File: src/rtl/acc_bin_reader.sv
// rtl/acc_bin_reader.sv - streams a snapshot of accumulator bins out as addressed beats
//
// Purpose: on start, freezes the accumulator vector, then sends each bin (or
// only the nonzero ones) as a valid/ready beat tagged with its bin index,
// sums what was sent, and signals pass end with done (plus an optional
// accumulator clear request).
//
// Ports:
//   clk, rst          clock, synchronous active-high reset
//   bins_in           NUM_BINS packed bins, bin k at [k*BIN_W +: BIN_W]
//   start             begin a pass (ignored while busy)
//   skip_zero         latched with start; suppress zero-valued bins
//   clr_after         latched with start; pulse clear_req at pass end
//   out_valid/ready   beat handshake
//   out_addr/out_data bin index and value of the current beat
//   out_last          current beat is the final one of the pass
//   busy              pass in progress
//   done              one-cycle pass-end pulse
//   clear_req         one-cycle pulse with done when clr_after was latched
//   total             sum of beats sent in the last pass, updated at done
module acc_bin_reader #(
   parameter int NUM_BINS = 8,
   parameter int BIN_W    = 20
) (
   input  logic                      clk,
   input  logic                      rst,
   input  logic [NUM_BINS*BIN_W-1:0] bins_in,
   input  logic                      start,
   input  logic                      skip_zero,
   input  logic                      clr_after,
   output logic                      out_valid,
   input  logic                      out_ready,
   output logic [2:0]                out_addr,
   output logic [BIN_W-1:0]          out_data,
   output logic                      out_last,
   output logic                      busy,
   output logic                      done,
   output logic                      clear_req,
   output logic [BIN_W+2:0]          total
);

   localparam int AW = 3;

   typedef enum logic [1:0] {IDLE, LOAD, SEND, DONE} state_t;

   state_t                    state_q, state_d;
   logic [NUM_BINS*BIN_W-1:0] snap_q, snap_d;
   logic                      skip_q, skip_d;
   logic                      clr_q, clr_d;
   logic [AW-1:0]             addr_q, addr_d;
   logic [BIN_W+2:0]          sum_q, sum_d;
   logic [BIN_W+2:0]          total_q, total_d;

   logic [NUM_BINS-1:0]       mask;
   logic                      mask_empty;
   logic [AW-1:0]             first_addr, next_addr, last_addr;

   // The snapshot is frozen for the whole pass, so the send mask can be
   // derived combinationally from it instead of being stored.
   always_comb begin
      mask = '0;
      for (int k = 0; k < NUM_BINS; k++) begin
         mask[k] = !skip_q || (snap_q[k*BIN_W +: BIN_W] != '0);
      end
      mask_empty = (mask == '0);
   end

   // Descending scan leaves the lowest qualifying index; ascending scan
   // leaves the highest set bit.
   always_comb begin
      first_addr = '0;
      next_addr  = '0;
      last_addr  = '0;
      for (int k = NUM_BINS - 1; k >= 0; k--) begin
         if (mask[k]) first_addr = AW'(k);
         if (mask[k] && (k > int'(addr_q))) next_addr = AW'(k);
      end
      for (int k = 0; k < NUM_BINS; k++) begin
         if (mask[k]) last_addr = AW'(k);
      end
   end

   assign out_valid = (state_q == SEND);
   assign out_addr  = addr_q;
   assign out_data  = snap_q[int'(addr_q)*BIN_W +: BIN_W];
   assign out_last  = out_valid && (addr_q == last_addr);
   assign busy      = (state_q != IDLE);
   assign done      = (state_q == DONE);
   assign clear_req = done && clr_q;
   assign total     = total_q;

   always_comb begin
      state_d = state_q;
      snap_d  = snap_q;
      skip_d  = skip_q;
      clr_d   = clr_q;
      addr_d  = addr_q;
      sum_d   = sum_q;
      total_d = total_q;
      case (state_q)
         IDLE: begin
            if (start) begin
               snap_d  = bins_in;
               skip_d  = skip_zero;
               clr_d   = clr_after;
               sum_d   = '0;
               state_d = LOAD;
            end
         end
         LOAD: begin
            if (mask_empty) begin
               total_d = '0;
               state_d = DONE;
            end else begin
               addr_d  = first_addr;
               state_d = SEND;
            end
         end
         SEND: begin
            if (out_ready) begin
               sum_d = sum_q + {3'b000, out_data};
               if (out_last) begin
                  // total must already hold the final sum during the done cycle
                  total_d = sum_d;
                  state_d = DONE;
               end else begin
                  addr_d = next_addr;
               end
            end
         end
         DONE: begin
            state_d = IDLE;
         end
         default: state_d = IDLE;
      endcase
   end

   always_ff @(posedge clk) begin
      if (rst) begin
         state_q <= IDLE;
         snap_q  <= '0;
         skip_q  <= 1'b0;
         clr_q   <= 1'b0;
         addr_q  <= '0;
         sum_q   <= '0;
         total_q <= '0;
      end else begin
         state_q <= state_d;
         snap_q  <= snap_d;
         skip_q  <= skip_d;
         clr_q   <= clr_d;
         addr_q  <= addr_d;
         sum_q   <= sum_d;
         total_q <= total_d;
      end
   end

endmodule

File: config.mk
export PLATFORM = sky130hd
export DESIGN_NAME = acc_bin_reader
export DESIGN_NICKNAME = d
export VERILOG_FILES = /design/src/rtl/acc_bin_reader.sv
export SDC_FILE = /design/constraint.sdc
export NUM_CORES = 1
export LEC_CHECK = 0
export CAP_MARGIN = 20
export CORE_AREA = 2 2 176 178
export CTS_BUF_LIST = sky130_fd_sc_hd__clkbuf_2
export DETAILED_ROUTE_END_ITERATION = 8
export DIE_AREA = 0 0 178 180
export GPL_TIMING_DRIVEN = 0
export PLACE_DENSITY = 0.62
export SLEW_MARGIN = 20
export SYNTH_ARGS = -nofsm -noshare
export SYNTH_HDL_FRONTEND = slang
export SYNTH_SLANG_ARGS = --single-unit
File: constraint.sdc
create_clock -name clk -period 4.5 [get_ports clk]
set_clock_uncertainty 0.15 [all_clocks]
set_input_delay 0.675 -clock clk [delete_from_list [all_inputs] [get_ports clk]]
set_output_delay 0.675 -clock clk [all_outputs]
set_load 0.02 [all_outputs]
### After elaboration in Yosys (flattened, before gate mapping)

Cells that the tools add are included.

| storage, ports and cells | value |
|---|---|
| bits of input ports | 166 |
| register bits | 213 |
| output and inout bits | 51 |
| word-level logic and storage cells | 101 |

| cells by class | value |
|---|---|
| muxes and demuxes | 38 |
| multiply operators | 1 |
| reductions and logical operators | 36 |
| eq/ne operators | 10 |
| $add $sub $neg | 1 |
| shift operators | 1 |
| $lt $le $gt $ge | 7 |

Operators by type and width:

| operator | number |
|---|---|
| nonzero test 20 bit | 8 |
| indexed part select 160 x 9 -> 20 bit | 1 |
| two-way mux 23 bit | 5 |
| one-hot mux 23 bit (2 select lines) | 2 |
| two-way mux 3 bit | 24 |
| adder 23 x 20 -> 23 bit | 1 |
| greater-than comparator 3 bit, first input constant | 4 |
| logical AND 1 bit | 9 |
| zero test 8 bit | 1 |
| logical OR 1 bit | 8 |
| inequality test 2 bit, second input constant | 4 |
| one-hot mux 2 bit (4 select lines) | 1 |
| AND reduction 4 bit | 2 |
| greater-than comparator 2 x 3 -> 1 bit, first input constant | 2 |
| multiplier 3 x 3 -> 6 bit, second input constant | 1 |
| two-way mux 2 bit | 3 |
| one-hot mux 3 bit (2 select lines) | 1 |
| AND reduction 3 bit | 2 |
| nonzero test 2 bit | 3 |
| == test 2 bit, second input constant | 2 |
| inequality test 2 x 1 -> 1 bit, second input constant | 2 |
| == test 3 bit | 1 |
| greater-than comparator 1 x 3 -> 1 bit, first input constant | 1 |
| == test 2 x 1 -> 1 bit, second input constant | 1 |
| other kinds (4) | 5 |

### Depth between registers and ports, before layout

Gate-level depths: netlist of the first run.

| logic depth | value |
|---|---|
| depth in word-level cells | 14 |
| gate-level depth with buffers | 15 |
| mapped depth without buffers | 13 |

### Worst setup path after synthesis of the first run

Ideal clock, no wire load.

| timing | value |
|---|---|
| kind | register -> register |
| from | register addr_q[0] (netlist: out_addr[0]) |
| to | register total_q[18] (netlist: total[18]) |
| path slack | -0.188 ns |
| buffers on the path | 2 |
| stages on the path, launching flop included | 14 |
| data arrival time | 4.422 ns |
| library setup time | 0.116 ns |
| data required time | 4.234 ns |
| period minus slack after synthesis | 4.688 ns |
| cell sequence | dfxtp_1 clkbuf_1 buf_1 mux4_2 mux2_2 ha_1 a21o_1 a311oi_1 nand2_1 a221oi_1 a21oi_1 or3_1 and2_1 a41o_1 |

| between the ends | value |
|---|---|
| cells in the longest elaborated chain, start to end | 6 |
| elaborated cells on any way between the ends | 10 |
| classes of those cells | add/sub: 1; mul: 1; eq/ne: 2; shift: 1; mux: 3; reduce/logical: 2 |

Ends and longest elaborated chain:

| item | RTL line | source |
|---|---|---|
| start: declaration | 50 | `logic [AW-1:0] addr_q, addr_d;` |
| start signal: assignment | 152 | `addr_q <= addr_d;` |
| multiplier 3 x 3 -> 6 bit | 85 | `assign out_data = snap_q[int'(addr_q)*BIN_W +: BIN_W];` |
| indexed part select 160 x 9 -> 20 bit | 85 |  |
| net out_data[9] | 34 | `output logic [BIN_W-1:0] out_data,` |
| adder 23 x 20 -> 23 bit | 121 | `sum_d = sum_q + {3'b000, out_data};` |
| two-way mux 23 bit | 122 | `if (out_last) begin` |
| two-way mux 23 bit | 120 | `if (out_ready) begin` |
| one-hot mux 23 bit (2 select lines) | 100 | `case (state_q)` |
| end signal: assignment | 154 | `total_q <= total_d;` |
| end: declaration | 52 | `logic [BIN_W+2:0] total_q, total_d;` |

The timed path passes the listed nets, and every way through them passes these cells. The select of a mux whose other input is x is not followed.
A chain may end at the register's enable or synchronous reset.

### Final worst setup path of the first run

| timing | value |
|---|---|
| from | register snap_q[64] |
| to | output out_last |

| between the ends | value |
|---|---|
| cells in the longest elaborated chain, start to end | 9 |

Ends and longest elaborated chain:

| item | RTL line | source |
|---|---|---|
| start: declaration | 47 | `logic [NUM_BINS*BIN_W-1:0] snap_q, snap_d;` |
| start signal: assignment | 149 | `snap_q <= snap_d;` |
| nonzero test 20 bit | 63 | `mask[k] = !skip_q \|\| (snap_q[k*BIN_W +: BIN_W] != '0);` |
| logical OR 1 bit | 63 |  |
| two-way mux 3 bit (5 in a row) | 79 | `if (mask[k]) last_addr = AW'(k);` |
| == test 3 bit | 86 | `assign out_last = out_valid && (addr_q == last_addr);` |
| logical AND 1 bit | 86 |  |
| end: declaration | 35 | `output logic out_last,` |

Every way passes these cells.

==> results.md, run 1 <==
- Status: complete, but fails checks
- Failing checks: setup timing
- Final min period: 4.63 ns
- Max Fclk: 0.216 GHz
- Area after DPL: 0.0131 mm²
- Initial cell density of the core: 34.6%
- Internal: 0.00351 W
- Sw Share: 40.9%
- Flop2flop setup slack: 0.19 ns
- Sequential share of power: 40.9%
- # clock sinks: 213
- Pre-CTS worst setup slack: -0.666 ns
- Buf/Inv on CP: 1
- Root Buffer: clkbuf_2
- Yosys top cell by area: dfxtp_1
- CP Data Arrival Time: 3.80 ns
- DIE AREA: 0.0320 mm²
- Global routing met2 resource utilization: 36.4%
- Routability Congestion: 0.872
- Grt met3 use: 4.36%
- Area Growth Syn to Fin: 31.7%
- Top-Level Pins: 217
- GRT met1 Usage: 30.1%
- Hold_ws: 0.228 ns
- Num CTS Buffers: 57
- # setup viols final: 1
- Worst Max-Slew Pin Slew: 0.893 ns
- Switching pwr: 0.00243 W
- Syn Nets: 1456
- First DRT Iteration DRCs: 817
- Final Util: 45.5%
- Final setup margin: -0.126 ns
- Drt drc: 0
- Post-synth EDFFs: 0
- Clock-pin slew of the registers on the worst-case setup and hold paths: 0.10 ns
- Detailed Place HPWL: 29300 µm
- Die span in x: 178 µm
- Worst setup EP type: primary output
- Register area share after synthesis: 40.9%
- Max_slew headroom: 39.9%
- Number of synthesized register bits: 213
- Clk pwr share: 21.6%
- Mapped Cells: 1264
- RSZ-0062 raised after global routing: yes
- Maximum vdd ir drop: 0.168 mV
- Cell Area, Synth: 0.0104 mm²
- Filler Cell Count: 3042
- Vias in the first global route: 10.1k
- Top cell family by delay on the critical path: simple AND/OR/NAND/NOR gates
- Worst Path Required: 3.67 ns
- Final hold vios: 0
- HP Class: input port to flip-flop
- DIE HEIGHT: 180 µm
- Most used cell, CP: or4_4
- CTS tree: built
- Total of max-cap violations: 0
- Gr busiest metal: met2
- Yosys cell types: 64
- Gr ovfl total: 0
- Synth top area share: 40.9%
- Synth async-reset ratio: 0%
- 1st-pass router iterations: 5
- Total Routing Usage GR: 22.7%
- Synth Area per Inst: 8.25 µm²
- # rows: 64
- Worst path max stage delay: 0.55 ns
- WL/cell: 18.8 µm
- Final WL: 37000 µm
- Routed vias/inst: 5.26
- Share of layout cells above drive strength 1: 11.8%
- CP Launch Type: flip-flop
- Pins over their slew limit: 0
- CTS max path bufs: 3
- Leakage: 5.01 nW
- CP cell instances: or4_4 -> or4_4 -> or4_4 -> or3b_1 -> a211oi_2 -> o22ai_4 -> nor2_1 -> buf_4
- PwrDens: 432 mW/mm²
- Hold buffers post-CTS: 0
- Worst-path maximum fanout: 3
- First-pass GRT wire length: 55600 µm
- Top_reg_cell synth: dfxtp_1
- Remaining antenna violation count: 0
- Synth Warn #: 0
- Finished Cell Area: 0.0137 mm²
- Largest net degree at the start of global routing: 15
- Skew-Pair Late Insertion Delay: 0.85 ns
- Htree depth: 2
- Initial antenna violation count: 1
- Comb pwr share: 37.5%
- Multi-input logic area: 0.00591 mm²
- Overall power: 0.00594 W
- Critical-path top delay cell: or4_4
- Setup CP Type: flip-flop to primary output
- Nets@finish: 1734
- I/O Buffers: 216
- Top cells by area, synth: dfxtp_1, nand2_1, a21oi_1
- Vias: 10.4k
- Period utilization: 103%
- Placeable core region: 0.0302 mm²
- Register area: 0.00427 mm²
## metrics by stage
step                cells  setup TNS (ns)
floorplan            1264               0
global placement     1876           -6.69
detailed placement   1876           -7.34
CTS                  1967          -0.160
global route         1970          -0.266
finish               1970          -0.126
## layout make-up
cell class	count	share of cell area, %
Multi-Input combinational cell	956	43.0
Sequential cell	213	31.1
Timing Repair Buffer	219	15.9
Tap cell	396	3.61
Clock buffer	75	2.73
Buffer	82	2.68
Clock inverter	15	0.629
Inverter	13	0.355
Antenna cell	1	0.0182
## cell usage in the layout, fill, tap and decap left out, types with 3 or more instances in the layout
| cell | instances |
|---|---|
| a32o_1 | 7 |
| clkinv_1 | 11 |
| clkbuf_2 | 80 |
| a21o_1 | 6 |
| buf_4 | 6 |
| nand2_1 | 374 |
| or3_1 | 6 |
| nand2b_1 | 7 |
| mux4_2 | 40 |
| or4_4 | 4 |
| nor2_1 | 49 |
| dfxtp_1 | 210 |
| nor4b_1 | 7 |
| xnor2_1 | 14 |
| a22o_1 | 13 |
| nor2b_1 | 5 |
| buf_6 | 4 |
| o21ai_0 | 22 |
| and3_1 | 3 |
| clkbuf_1 | 60 |
| buf_1 | 7 |
| a211oi_2 | 3 |
| nand3_1 | 21 |
| o211ai_1 | 4 |
| nand4_1 | 8 |
| clkinv_2 | 3 |
| clkdlybuf4s50_1 | 215 |
| nor4_1 | 23 |
| inv_1 | 13 |
| mux2i_1 | 7 |
| ha_1 | 24 |
| a22oi_1 | 8 |
| nor3_1 | 22 |
| dfxtp_2 | 3 |
| and2_1 | 7 |
| mux2_2 | 20 |
| a211oi_1 | 3 |
| a21oi_1 | 199 |
## worst reg2reg max path: stages (launching register included)
cell      delay [ns]
dfxtp_2         0.41
clkbuf_8        0.21
buf_6           0.22
mux4_2          0.58
mux2_2          0.34
ha_1            0.39
and2_1          0.20
a311oi_2        0.28
nand2_1         0.15
a221oi_4        0.35
a21oi_1         0.14
or3_1           0.38
and2_1          0.17
a41o_1          0.22
## registers in the layout (all words and copies together), names as in the netlist
name / count
out_addr: 3
clr_q: 1
total: 23
state_q: 2
skip_q: 1
sum_q: 23
snap_q: 160
## kinds of logic after synthesis
kind of cell	synth area share, %
and+or+nand+nor	22.9
AOI/OAI and AO/OA	16.6
DFF	40.9
buffers and inverters	3.57
muxes	11.6
adders and majority gates	3.19
xor gates and xnor gates	1.34
## worst paths after layout
check | start | end | cells past startpoint
max reg2reg | out_addr[0]$_SDFFE_PP0P_ | total[18]$_SDFFE_PP0P_ | 13
min | bins_in[127] | snap_q[127]$_SDFFE_PP0P_ | 3
max | snap_q[64]$_SDFFE_PP0P_ | out_last | 8
min reg2reg | clr_q$_SDFFE_PP0P_ | clr_q$_SDFFE_PP0P_ | 2
## cell usage after synthesis, drive strengths merged (14+ instances only)
library cell  count
nor2             49
clkbuf           68
xnor2            14
o21ai            24
mux4             40
a21oi           199
buf              14
nor3             22
nand3            21
dfxtp           213
mux2             20
nor4             27
ha               25
nand2           374
## metal layers
layer	up-vias	share of wire [%]
met5	-	0
met4	0	3.0
met3	68	7.0
met2	406	46
met1	4844	44
li1	5038	-
## power groups by stage
| stage | logic [W] | registers (W) | clock network [W] |
|---|---|---|---|
| floorplan | 0.00139 | 0.00235 | 0 |
| global placement | 0.00215 | 0.00245 | 0 |
| detailed placement | 0.00217 | 0.00246 | 0 |
| CTS | 0.00219 | 0.00242 | 0.00132 |
| global route | 0.00243 | 0.00246 | 0.00143 |
| finish | 0.00222 | 0.00243 | 0.00128 |
## timing repair
item / CTS / global route
endpoints found under the setup margin: 46 / 14
gates resized for setup: 32 / 16
pin swaps: 2 / 1
setup buffers: 1 / 2
(Power assumes the default switching activity.)
==> inputs of run 2 (changes only) <==
- GPL_TIMING_DRIVEN: 0 -> unset
==> results.md, run 2 (synthesis results as in run 1) <==
- Status: complete, but fails checks (unchanged)
- Failing checks: setup timing (unchanged)
- Met2 wire len: 15800 µm (was 17000 µm)
- Hold buffers post-CTS: 0 (unchanged)
- Vias: 9990 (was 10.4k)
- Routed vias/inst: 5.21 (was 5.26)
- Area Growth Syn to Fin: 30.0% (was 31.7%)
- RSZ-0062 raised after global routing: yes (unchanged)
- CTS tree: built (unchanged)
- Initial antenna violation count: 1 (unchanged)
- Total Routing Usage GR: 21.1% (was 22.7%)
- HP Class: input port to flip-flop (unchanged)
- Detailed Place HPWL: 25900 µm (was 29300 µm)
- Reg2reg end: total[18]$_SDFFE_PP0P_ (unchanged)
- Top-Level Pins: 217 (unchanged)
- Leakage: 5.03 nW (was 5.01 nW)
- Total of max-cap violations: 0 (unchanged)
- Root Buffer: clkbuf_2 (unchanged)
- Die span in x: 178 µm (unchanged)
- I/O Buffers: 216 (unchanged)
- Initial cell density of the core: 34.6% (unchanged)
- Vias in the first global route: 9570 (was 10.1k)
- Met1 WL: 15400 µm (was 16200 µm)
- Placed instance count: 1816 (was 1876)
- Clock-pin slew of the registers on the worst-case setup and hold paths: 0.10 ns (about the same)
- Setup bufs post-CTS: 0 (was 1)
- Multi-input logic area: 0.00583 mm² (was 0.00591 mm²)
- Pins over their slew limit: 0 (unchanged)
- CTS max path bufs: 3 (unchanged)
- Min-Delay Path Depth: 2 (was 3)
- Filler Cell Count: 3048 (was 3042)
- Final hold vios: 0 (unchanged)
- # clock sinks: 213 (unchanged)
- # setup viols final: 1 (unchanged)
- Max Fclk: 0.220 GHz (was 0.216 GHz)
- PwrDens: 442 mW/mm² (was 432 mW/mm²)
- Met3 routed WL: 2220 µm (was 2570 µm)
- # rows: 64 (unchanged)
- Final WL: 34500 µm (was 37000 µm)
- DIE HEIGHT: 180 µm (unchanged)
- 1st-pass router iterations: 5 (unchanged)
- Max FFs per register: 160 (unchanged)
- Worst-path maximum fanout: 3 (unchanged)
- CP Launch Type: flip-flop (unchanged)
- Flop2flop setup slack: 0.30 ns (was 0.19 ns)
- Register area: 0.00427 mm² (about the same)
- Highest metal used: met4 (unchanged)
- Final min period: 4.54 ns (was 4.63 ns)
- Setup CP Type: flip-flop to primary output (unchanged)
- Hold path endpoint: snap_q[155]$_SDFFE_PP0P_ (was snap_q[127]$_SDFFE_PP0P_)
- Routability Congestion: 0.897 (was 0.872)
- CP Data Arrival Time: 3.72 ns (was 3.80 ns)
- Worst Path Required: 3.67 ns (about the same)
- Reg2Reg Depth: 12 (was 13)
- Final Util: 44.9% (was 45.5%)
- Final setup margin: -0.0448 ns (was -0.126 ns)
- First-pass GRT wire length: 52800 µm (was 55600 µm)
- DIE AREA: 0.0320 mm² (unchanged)
- Remaining antenna violation count: 0 (unchanged)
- Worst Max-Slew Pin Slew: 1.07 ns (was 0.893 ns)
- Commonest non-fill, non-tap cell in the layout: nand2_1 (unchanged)
- Fin cells: 1916 (was 1970)
- Num CTS Buffers: 58 (was 57)
- Largest net degree at the start of global routing: 97 (was 15)
- Largest Register: snap_q (unchanged)
- Htree depth: 2 (unchanged)
- Hold path start: rst (was bins_in[127])
- Reg-to-reg startpoint: out_addr[0]$_SDFFE_PP0P_ (unchanged)
- First DRT Iteration DRCs: 798 (was 817)
- Maximum vdd ir drop: 0.195 mV (was 0.168 mV)
- Worst setup EP type: primary output (unchanged)
- Nets@finish: 1672 (was 1734)
- Period utilization: 101% (was 103%)
- Max_slew headroom: 28.5% (was 39.9%)
- Placeable core region: 0.0302 mm² (unchanged)
- Most frequent cells in the layout: nand2_1, clkdlybuf4s50_1, dfxtp_1 (unchanged)
- Drt drc: 0 (unchanged)
- Share of layout cells above drive strength 1: 12.6% (was 11.8%)
- Gr ovfl total: 0 (unchanged)
- Skew-Pair Late Insertion Delay: 0.87 ns (was 0.85 ns)
- WL/cell: 18.0 µm (was 18.8 µm)
==> run 2: cell types whose count changed in the layout (fill, tap and decap cells not counted), moves of 3 or more <==
cell / change
nor4_1: +3
buf_12: +4
buf_4: +12
clkbuf_1: -60
buf_1: -7
==> run 2: worst max-delay path by stage <==
| stage | to | startpoint | slack [ns] |
|---|---|---|---|
| floorplan | total[18]$_SDFFE_PP0P_ | out_addr[0]$_SDFFE_PP0P_ | 0.07 |
| detailed placement | out_last | snap_q[64]$_SDFFE_PP0P_ | 0.18 |
| CTS | out_last | snap_q[64]$_SDFFE_PP0P_ | -0.13 |
| global route | out_last | snap_q[64]$_SDFFE_PP0P_ | -0.14 |
| finish | out_last | snap_q[64]$_SDFFE_PP0P_ | -0.04 |
| global placement | out_last | snap_q[64]$_SDFFE_PP0P_ | 0.21 |
==> run 2: routing by layer <==
layer  vias to the layer above  track usage (%)
met5                         -                0
met4                         0             7.51
met3                        69             3.98
met2                       363             33.1
met1                      4632             28.9
li1                       4926                -
==> run 2: critical path: stages, from the launching register on <==
cell and delay (ns):
dfxtp_2 0.33, or4_4 0.55, or4_4 0.54, or4_4 0.44, or3b_1 0.38, a211oi_2 0.21
o22ai_2 0.13, nor2_4 0.15, buf_6 0.14
==> run 2: what timing repair did <==
action,in CTS,in global routing
pin swaps,3,2
resized for setup,10,6
endpoints found under the hold margin,0,0
setup endpoints to repair,1,7
==> run 2: cell type report <==
class                      count  share of cell area (%)
sequential                   213                    31.5
timing repair buffer         238                    17.5
tap                          396                    3.65
inverter                      13                   0.360
antenna                        1                  0.0185
clock buffer                  81                    2.99
clock inverter                18                   0.950
multi-input combinational    956                    43.0
==> run 2: power by group <==
part | internal [W] | switching (W) | leakage, nW
logic | 0.000832 | 0.00130 | 2.89
registers | 0.00216 | 0.000275 | 1.74
clock network | 0.000601 | 0.000818 | 0.399
==> run 2: per-stage QoR <==
stage	setup WS, ns	total power (W)	cell area (µm²)	hold slack [ns]	setup TNS [ns]
2_1_floorplan	0.0748	0.00374	10400	0.282	0
3_3_place_gp	0.210	0.00457	13000	0.293	0
3_5_place_dp	0.179	0.00460	13000	0.302	0
4_1_cts	-0.129	0.00603	13500	0.0662	-0.129
5_1_grt	-0.139	0.00637	13600	0.103	-0.139
6_report	-0.0448	0.00599	13600	0.131	-0.0448
==> inputs of run 3 (changes only) <==
- HOLD_SLACK_MARGIN: unset -> 0.1
==> results.md, run 3 (synthesis results as in run 1) <==
- Top-Level Pins: 217 (unchanged)
- Initial cell density of the core: 34.6% (unchanged)
- Failing checks: setup timing (unchanged)
- Leakage: 5.03 nW (about the same)
- Setup CP Type: flip-flop to primary output (unchanged)
- Final hold vios: 0 (unchanged)
- First DRT Iteration DRCs: 808 (was 798)
- Worst Path Required: 3.67 ns (about the same)
- Min-Delay Path Depth: 3 (was 2)
- Worst Max-Slew Pin Slew: 1.06 ns (was 1.07 ns)
- Largest Register: snap_q (unchanged)
- CP Launch Type: flip-flop (unchanged)
- Hold path start: bins_in[10] (was rst)
- Drt drc: 0 (unchanged)
- Gr ovfl total: 0 (unchanged)
- Num CTS Buffers: 58 (unchanged)
- Final WL: 34500 µm (about the same)
- Area Growth Syn to Fin: 30.1% (was 30.0%)
- Most frequent cells in the layout: nand2_1, clkdlybuf4s50_1, dfxtp_1 (unchanged)
- Skew-Pair Late Insertion Delay: 0.86 ns (was 0.87 ns)
- Internal: 0.00360 W (about the same)
- Reg2reg end: total[18]$_SDFFE_PP0P_ (unchanged)
- First-pass GRT wire length: 52800 µm (unchanged)
- Final Util: 45.0% (was 44.9%)
- Reg-to-reg startpoint: out_addr[0]$_SDFFE_PP0P_ (unchanged)
- Detailed Place HPWL: 25900 µm (unchanged)
- Htree depth: 2 (unchanged)
- Clk pwr share: 23.7% (about the same)
- CTS tree: built (unchanged)
- Total of max-cap violations: 0 (unchanged)
- Hold path endpoint: snap_q[10]$_SDFFE_PP0P_ (was snap_q[155]$_SDFFE_PP0P_)
- Routed vias/inst: 5.22 (was 5.21)
- # rows: 64 (unchanged)
- Placed instance count: 1816 (unchanged)
- Sequential share of power: 40.7% (about the same)
- Status: complete, but fails checks (unchanged)
- Nets@finish: 1673 (was 1672)
- CTS max path bufs: 3 (unchanged)
- 1st-pass router iterations: 7 (was 5)
- Sw Share: 39.9% (was 40.0%)
- Root Buffer: clkbuf_2 (unchanged)
- Comb pwr share: 35.6% (about the same)
- DIE HEIGHT: 180 µm (unchanged)
- DIE AREA: 0.0320 mm² (unchanged)
- Worst-path maximum fanout: 3 (unchanged)
- Initial antenna violation count: 1 (unchanged)
- Max Fclk: 0.220 GHz (about the same)
- # setup viols final: 1 (unchanged)
- Reg2Reg Depth: 12 (unchanged)
- Flop2flop setup slack: 0.31 ns (was 0.30 ns)
- Share of layout cells above drive strength 1: 12.6% (about the same)
- Period utilization: 101% (about the same)
- Vias in the first global route: 9570 (unchanged)
- Die span in x: 178 µm (unchanged)
- Worst setup EP type: primary output (unchanged)
- Maximum vdd ir drop: 0.195 mV (about the same)
- Commonest non-fill, non-tap cell in the layout: nand2_1 (unchanged)
- Max FFs per register: 160 (unchanged)
- Largest net degree at the start of global routing: 97 (unchanged)
- Total Routing Usage GR: 21.1% (unchanged)
- Fin cells: 1917 (was 1916)
- Setup TNS: -0.0432 ns (was -0.0448 ns)
- Remaining antenna violation count: 0 (unchanged)
- HP Class: input port to flip-flop (unchanged)
- Placeable core region: 0.0302 mm² (unchanged)
- Routability Congestion: 0.897 (unchanged)
- CP Data Arrival Time: 3.72 ns (about the same)
- Final min period: 4.54 ns (about the same)
- # clock sinks: 213 (unchanged)
- WL/cell: 18.0 µm (about the same)
- Max_slew headroom: 29.5% (was 28.5%)
- RSZ-0062 raised after global routing: yes (unchanged)
- Setup bufs post-CTS: 0 (unchanged)
- Vias: 10.0k (was 9990)
- PwrDens: 441 mW/mm² (was 442 mW/mm²)
- Clock-pin slew of the registers on the worst-case setup and hold paths: 0.10 ns (about the same)
- Pre-CTS worst setup slack: 0.179 ns (unchanged)
- Switching pwr: 0.00239 W (about the same)
- Pins over their slew limit: 0 (unchanged)
- I/O Buffers: 216 (unchanged)
- Final setup margin: -0.0432 ns (was -0.0448 ns)
-- run 3: changes by cell type in the layout (fill, tap and decap cells not counted) --
cell and delta:
dlygate4sd3_1 +1
-- run 3: worst max path at each step --
stage,from,to,depth (start not counted)
after floorplan,out_addr[0]$_SDFFE_PP0P_,total[18]$_SDFFE_PP0P_,13
after global placement,snap_q[64]$_SDFFE_PP0P_,out_last,8
after detailed placement,snap_q[64]$_SDFFE_PP0P_,out_last,8
after CTS,snap_q[64]$_SDFFE_PP0P_,out_last,8
after global routing,snap_q[64]$_SDFFE_PP0P_,out_last,8
final,snap_q[64]$_SDFFE_PP0P_,out_last,8
-- run 3: repair_timing --
action | CTS | global route
gates cloned | 0 | 0
resized for setup | 10 | 6
hold buffers | 1 | 0
endpoints found under the setup margin | 1 | 7
hold endpoints to repair | 59 | 0
pin swaps | 3 | 2
-- run 3: layer usage --
metal  GRT usage [%]  routed length, µm  share of wire, %
met3            3.96               2450               7.1
met4            7.51               1040               3.0
met5               0                  0                 0
met2            33.1              15800                46
met1            28.9              15300                44
-- run 3: critical path, stage by stage (launching register included) --
cell      delay (ns)
dfxtp_2         0.33
or4_4           0.55
or4_4           0.53
or4_4           0.44
or3b_1          0.38
a211oi_2        0.22
o22ai_2         0.13
nor2_4          0.14
buf_6           0.14
-- run 3: cell type report --
type	count	area, µm²
Fill cell	3052	16600
Multi-Input combinational cell	956	5830
Sequential cell	213	4270
Timing Repair Buffer	239	2390
Tap cell	396	495
Clock buffer	81	405
Clock inverter	18	129
Inverter	13	48.8
Antenna cell	1	2.50
-- run 3: power by group through the flow --
stage          clock (W)  combinational [W]  sequential (W)
2_1_floorplan          0            0.00139         0.00235
3_3_place_gp           0            0.00211         0.00246
3_5_place_dp           0            0.00212         0.00247
4_1_cts          0.00146            0.00214         0.00243
5_1_grt          0.00155            0.00235         0.00247
6_report         0.00142            0.00213         0.00244
-- run 3: stage by stage --
step                cell area (µm²)  hold WS [ns]  power (W)
floorplan                     10400         0.282    0.00374
global placement              13000         0.293    0.00457
detailed placement            13000         0.302    0.00460
CTS                           13600         0.152    0.00603
global route                  13600         0.175    0.00637
finish                        13600         0.210    0.00599
